===== src/rtl/ks_pluck_sched_if.sv =====
// Pluck requests from the string front end and burst control back to the shared
// Karplus-Strong burst generator and delay-line router.
interface ks_pluck_sched_if #(
  parameter int unsigned N_STR = 6,
  parameter int unsigned SW    = 3,
  parameter int unsigned LW    = 10
);
  logic [N_STR-1:0]    pluck_in;
  logic [N_STR*LW-1:0] lengths;
  logic                burst_pluck;
  logic [LW-1:0]       burst_length;
  logic [SW-1:0]       burst_sel;
  logic                burst_active;
  logic [N_STR-1:0]    burst_onehot;
  logic [N_STR-1:0]    pending;
  logic                dropped;

  modport master (
    output pluck_in, lengths,
    input  burst_pluck, burst_length, burst_sel, burst_active,
    input  burst_onehot, pending, dropped
  );

  modport slave (
    input  pluck_in, lengths,
    output burst_pluck, burst_length, burst_sel, burst_active,
    output burst_onehot, pending, dropped
  );
endinterface


===== src/rtl/ks_pluck_sched.sv =====
// Round-robin scheduler sharing one pluck-burst generator among N_STR strings:
// edge-detects plucks, queues them, and issues one registered burst at a time.
module ks_pluck_sched #(
  parameter int unsigned N_STR     = 6,
  parameter int unsigned SW        = 3,
  parameter int unsigned LW        = 10,
  parameter int unsigned GAP       = 2,
  parameter int unsigned INIT_WAIT = 1023
) (
  input logic             lrck,
  input logic             rst_n,
  ks_pluck_sched_if.slave bus
);

  localparam int unsigned IW = (INIT_WAIT > 1) ? $clog2(INIT_WAIT) : 1;
  localparam int unsigned GW = 4;

  typedef enum logic [2:0] {S_INIT, S_IDLE, S_FIRE, S_RUN, S_GAP} state_t;

  state_t           state_q, state_d;
  logic [N_STR-1:0] prev_q, prev_d;
  logic [N_STR-1:0] pend_q, pend_d;
  logic [SW-1:0]    rr_q, rr_d;
  logic [IW-1:0]    init_q, init_d;
  logic [LW-1:0]    cnt_q, cnt_d;
  logic [GW-1:0]    gap_q, gap_d;
  logic             pluck_q, pluck_d;
  logic [LW-1:0]    len_q, len_d;
  logic [SW-1:0]    sel_q, sel_d;
  logic             active_q, active_d;
  logic [N_STR-1:0] onehot_q, onehot_d;
  logic             drop_q, drop_d;

  logic [N_STR-1:0] rise, gnt_mask;
  logic [LW-1:0]    len_arr [N_STR];
  logic             gnt_vld;
  logic [SW-1:0]    gnt_idx, idx;

  assign rise = bus.pluck_in & ~prev_q;

  always_comb begin
    for (int i = 0; i < int'(N_STR); i++) len_arr[i] = bus.lengths[i*LW +: LW];
  end

  // Round-robin search starting just after the last granted string
  always_comb begin
    gnt_vld = 1'b0;
    gnt_idx = '0;
    idx     = '0;
    for (int k = 1; k <= int'(N_STR); k++) begin
      idx = SW'((32'(rr_q) + 32'(k)) % N_STR);
      if (!gnt_vld && pend_q[idx]) begin
        gnt_vld = 1'b1;
        gnt_idx = idx;
      end
    end
  end

  always_comb begin
    state_d  = state_q;
    prev_d   = bus.pluck_in;
    pend_d   = pend_q;
    rr_d     = rr_q;
    init_d   = init_q;
    cnt_d    = cnt_q;
    gap_d    = gap_q;
    len_d    = len_q;
    sel_d    = sel_q;
    drop_d   = 1'b0;
    gnt_mask = '0;

    unique case (state_q)
      S_INIT: begin
        if (INIT_WAIT <= 1 || init_q == IW'(INIT_WAIT - 1)) state_d = S_IDLE;
        else init_d = init_q + IW'(1);
      end
      S_IDLE: begin
        if (gnt_vld) begin
          gnt_mask = N_STR'(1) << gnt_idx;
          rr_d     = gnt_idx;
          sel_d    = gnt_idx;
          len_d    = len_arr[gnt_idx];
          state_d  = S_FIRE;
        end
      end
      S_FIRE: begin
        cnt_d = len_q;
        gap_d = '0;
        if (len_q != '0) state_d = S_RUN;
        else state_d = (GAP == 0) ? S_IDLE : S_GAP;
      end
      S_RUN: begin
        cnt_d = cnt_q - LW'(1);
        gap_d = '0;
        if (cnt_q == LW'(1)) state_d = (GAP == 0) ? S_IDLE : S_GAP;
      end
      S_GAP: begin
        if (gap_q == GW'(GAP - 1)) state_d = S_IDLE;
        else gap_d = gap_q + GW'(1);
      end
      default: state_d = S_INIT;
    endcase

    // Plucks during start-up settle are ignored; a grant and a new rise on the same string keep it queued
    if (state_q != S_INIT) begin
      drop_d = |(rise & pend_q & ~gnt_mask);
      pend_d = (pend_q & ~gnt_mask) | rise;
    end

    pluck_d  = (state_d == S_FIRE);
    active_d = (state_d == S_FIRE) || (state_d == S_RUN);
    onehot_d = active_d ? (N_STR'(1) << sel_d) : '0;
  end

  always_ff @(posedge lrck) begin
    if (!rst_n) begin
      state_q  <= S_INIT;
      prev_q   <= '0;
      pend_q   <= '0;
      rr_q     <= SW'(N_STR - 1);
      init_q   <= '0;
      cnt_q    <= '0;
      gap_q    <= '0;
      pluck_q  <= 1'b0;
      len_q    <= '0;
      sel_q    <= '0;
      active_q <= 1'b0;
      onehot_q <= '0;
      drop_q   <= 1'b0;
    end else begin
      state_q  <= state_d;
      prev_q   <= prev_d;
      pend_q   <= pend_d;
      rr_q     <= rr_d;
      init_q   <= init_d;
      cnt_q    <= cnt_d;
      gap_q    <= gap_d;
      pluck_q  <= pluck_d;
      len_q    <= len_d;
      sel_q    <= sel_d;
      active_q <= active_d;
      onehot_q <= onehot_d;
      drop_q   <= drop_d;
    end
  end

  assign bus.burst_pluck  = pluck_q;
  assign bus.burst_length = len_q;
  assign bus.burst_sel    = sel_q;
  assign bus.burst_active = active_q;
  assign bus.burst_onehot = onehot_q;
  assign bus.pending      = pend_q;
  assign bus.dropped      = drop_q;

endmodule

===== src/flat_wrapper.sv =====
// flat-port wrapper written by rule: the top's interface ports become plain ports
module ks_pluck_sched_flat 
#(
  parameter int unsigned N_STR     = 6,
  parameter int unsigned SW        = 3,
  parameter int unsigned LW        = 10,
  parameter int unsigned GAP       = 2,
  parameter int unsigned INIT_WAIT = 1023
)
  (lrck, rst_n, bus_pluck_in, bus_lengths, bus_burst_pluck, bus_burst_length, bus_burst_sel, bus_burst_active, bus_burst_onehot, bus_pending, bus_dropped);
  ks_pluck_sched_if #(.N_STR(N_STR), .SW(SW), .LW(LW)) bus_i ();
  input logic lrck;
  input logic rst_n;
  input wire logic [$bits(bus_i.pluck_in)-1:0] bus_pluck_in;
  input wire logic [$bits(bus_i.lengths)-1:0] bus_lengths;
  output wire logic [$bits(bus_i.burst_pluck)-1:0] bus_burst_pluck;
  output wire logic [$bits(bus_i.burst_length)-1:0] bus_burst_length;
  output wire logic [$bits(bus_i.burst_sel)-1:0] bus_burst_sel;
  output wire logic [$bits(bus_i.burst_active)-1:0] bus_burst_active;
  output wire logic [$bits(bus_i.burst_onehot)-1:0] bus_burst_onehot;
  output wire logic [$bits(bus_i.pending)-1:0] bus_pending;
  output wire logic [$bits(bus_i.dropped)-1:0] bus_dropped;
  assign bus_i.pluck_in = bus_pluck_in;
  assign bus_i.lengths = bus_lengths;
  assign bus_burst_pluck = bus_i.burst_pluck;
  assign bus_burst_length = bus_i.burst_length;
  assign bus_burst_sel = bus_i.burst_sel;
  assign bus_burst_active = bus_i.burst_active;
  assign bus_burst_onehot = bus_i.burst_onehot;
  assign bus_pending = bus_i.pending;
  assign bus_dropped = bus_i.dropped;
  ks_pluck_sched #(.N_STR(N_STR), .SW(SW), .LW(LW), .GAP(GAP), .INIT_WAIT(INIT_WAIT)) u_core (.lrck(lrck), .rst_n(rst_n), .bus(bus_i));
endmodule

===== config.mk =====
export PLATFORM = sky130hd
export DESIGN_NAME = ks_pluck_sched_flat
export DESIGN_NICKNAME = d
export VERILOG_FILES = /design/src/rtl/ks_pluck_sched_if.sv /design/src/rtl/ks_pluck_sched.sv /design/src/flat_wrapper.sv
export SDC_FILE = /design/constraint.sdc
export NUM_CORES = 1
export LEC_CHECK = 0
export CORE_MARGIN = 4
export CORE_UTILIZATION = 35
export CTS_BUF_LIST = sky130_fd_sc_hd__clkbuf_4 sky130_fd_sc_hd__clkbuf_8
export CTS_CLUSTER_DIAMETER = 120
export CTS_CLUSTER_SIZE = 12
export DETAILED_ROUTE_END_ITERATION = 10
export PLACE_DENSITY = 0.67
export SLEW_MARGIN = 15
export SYNTH_ARGS = -nofsm -noshare
export SYNTH_HDL_FRONTEND = slang
export SYNTH_SLANG_ARGS = --single-unit

===== constraint.sdc =====
create_clock -name lrck -period 13.6 [get_ports lrck]
set_input_delay 4.08 -clock lrck [delete_from_list [all_inputs] [get_ports lrck]]
set_output_delay 4.08 -clock lrck [all_outputs]
set_load 0.05 [all_outputs]

==> metrics <==
status completed; CTS root buf clkbuf_8; DRC viols 0; Max transition margin 27.8%; met1 GRT Util 22.0%; fin. max-slew vios 0; Core Footprint 0.0122 mm2; total vias in the final route 4,296; Die X 121 um; number of nets still failing antenna checks after routing 0; row count 40; final hold viol count 0; vias in the first global route 4,292; Sink Count 64; HPWL after detailed placement 9780 um; Netlist cell types 82; Post-synth EDFFs 0; gpl congestion 0.861; fin worst setup slack 7.71 ns; asr flop ratio synth 0%; crit path max fanout 47; CP Class in2reg; Area growth syn-to-layout 28.3%; initial drt markers 309; TritonCTS Buffers 9; TritonCTS clock tree done; layout cells sized above 1 10.1%; overall routing resource usage 17.7%; Ys Warns 0; register area share after synthesis 28.9%; r2r setup slk 8.24 ns; Worst-path clk slew 0.07 ns; Synth Net Count 611; Setup TNS 0 ns; M2 GR Usage 29.9%; Worst EP arrival 6.18 ns; CP endpoint kind register; commonest cells in the netlist dfxtp_1, nor2_1, nand2_1; H-tree lvl count 3; Synth Instances 524; Crit-path slowest cell clkdlybuf4s50_1; Post-Route WL 12,900 um; share of Yosys cell area claimed by the top area cell type 28.9%; Avg Inst Size Synth 8.46 um2; Post-synth top flop dfxtp_1; initial antenna violation count 0; die area 0.0145 mm2; clock latency at the later pin of the worst-skew pair 0.34 ns; critical path required time 13.88 ns; First-pass DRT Iterations 6; most area-consuming cells after synthesis dfxtp_1, ha_1, a21oi_1, nor2_1, nand2_1; FILL cells 1,204; Tcrit/Tclk final 43.3%; most numerous cell in the Yosys netlist dfxtp_1; DR WL/cell 16.6 um; Slew @ Worst Pin 1.08 ns; minimum clock period 5.89 ns; worst-case clock buffer depth 2; Fmax 170 MHz; PostCTS Resize Cnt 0; I/O Buffers 95; Die H 121 um; Setup crit start kind input pin; initial core utilization 36.3%; hold-fix buffer count after cts 0; Hold Crit Class reg2reg; # diodes 0; post-synthesis instance area 0.00443 mm2; register bit total from synthesis 64; Hold WS 0.482 ns; post-CTS setup buffers 0; # setup viols final 0; largest net degree at the start of global routing 48; power per cell area 68.6 mW/mm2; grt ovf 0; vias per cell 5.50; first-pass GRT wire length 21,200 um; RSZ-0062 raised after global routing false; fin util 46.5%; final net count 695; Setup WS pre-CTS 7.32 ns; most used routing layer met2; Yosys top cell by area dfxtp_1; skew final 0.00537 ns; met3 GRT Util 4.82%; Peak VDD IR 0.0000410 V; CP Cell Sequence clkdlybuf4s50_1, inv_1, buf_4, nor3b_1, a21boi_1, and2_1; Ports 96; footprint of the multi-input gates 0.00293 mm2; FF+latch area 0.00128 mm2; Leak 2.24 nW; max_cap viols 0; CP max stage delay 0.79 ns
==> critical path: cells and delay by family <==
kind,cells,cell delay (ns)
AND/OR/NAND/NOR,2,0.63
buffers and inverters,3,1.16
AO/OA/AOI/OAI,1,0.28
==> where the power goes <==
group / leakage (nW) / total, mW / internal, mW / switching (mW)
registers: 0.518 / 0.190 / 0.189 / 0.00134
clock network: 0.110 / 0.168 / 0.0982 / 0.0701
logic: 1.62 / 0.0310 / 0.0223 / 0.00868
total: 2.24 / 0.390 / 0.310 / 0.0802
==> area by class of cell <==
class | instances | share of cell area (%)
clock inverters | 3 | 0.704
well taps | 168 | 3.70
multi-input cells | 414 | 51.6
repair buffers | 98 | 17.1
clock buffers | 13 | 2.93
flip-flops and latches | 64 | 22.5
inverters | 21 | 1.43
==> metrics by stage <==
step	instance area [um2]	total power, mW	cells
after detailed placement	5470	0.226	765
after global routing	5680	0.402	781
after CTS	5680	0.393	781
final	5680	0.390	781
after floorplan	4430	0.204	524
after global placement	5470	0.225	765
==> cells by family (layout without fill, tap and decap cells) <==
family / count (synthesis) / count (layout) / synth area share [%]
buf+inv: 46 / 135 / 5.22
flops: 64 / 64 / 28.9
fa+ha+maj: 19 / 19 / 5.37
simple gates: 206 / 206 / 24.5
xor+xnor: 11 / 11 / 2.51
compound gates: 147 / 147 / 22.9
mux: 31 / 31 / 10.6
==> flip-flops by register name, indices dropped and copies added, names as in the netlist <==
signal and cells:
u_core.bus.burst_onehot 6, u_core.bus.burst_sel 3, u_core.cnt_q 10, u_core.bus.pending 6, u_core.bus.burst_active 1, u_core.rr_q 3, u_core.init_q 10, u_core.bus.dropped 1
u_core.bus.burst_pluck 1, u_core.state_q 3, u_core.bus.burst_length 10, u_core.gap_q 4, u_core.prev_q 6
==> final timing paths <==
| kind | end | startpoint | cells past startpoint |
|---|---|---|---|
| hold / removal | u_core.init_q[9]$_SDFFE_PN0P_ | u_core.init_q[9]$_SDFFE_PN0P_ | 2 |
| hold reg to reg | u_core.init_q[9]$_SDFFE_PN0P_ | u_core.init_q[9]$_SDFFE_PN0P_ | 2 |
| setup reg to reg | u_core.bus.burst_onehot[0]$_SDFF_PP0_ | u_core.rr_q[2]$_SDFFE_PN1P_ | 15 |
| setup / recovery | u_core.bus.burst_onehot[0]$_SDFF_PP0_ | rst_n | 6 |
==> per-layer routing <==
layer | up-vias | routed length (um)
li1 | 2107 | -
met1 | 2002 | 5760
met2 | 163 | 5860
met3 | 24 | 1080
met4 | 0 | 240
met5 | - | 0
==> layout by cell type, fill, tap and decap left out, types with 7 or more instances in the layout <==
| cell type | instances |
|---|---|
| a21oi_1 | 37 |
| clkdlybuf4s50_1 | 95 |
| nand2b_1 | 7 |
| inv_1 | 17 |
| dfxtp_1 | 64 |
| ha_1 | 19 |
| and2_1 | 10 |
| nor2_1 | 46 |
| mux4_2 | 7 |
| or3_1 | 7 |
| a2bb2oi_1 | 11 |
| o211ai_1 | 9 |
| o21ai_1 | 8 |
| nand4_1 | 8 |
| mux2i_1 | 15 |
| nand3_1 | 18 |
| nor2b_1 | 11 |
| o21ai_0 | 27 |
| nor3_1 | 13 |
| and3_1 | 10 |
| nand2_1 | 44 |
| clkbuf_8 | 11 |
(Power assumes the default switching activity.)
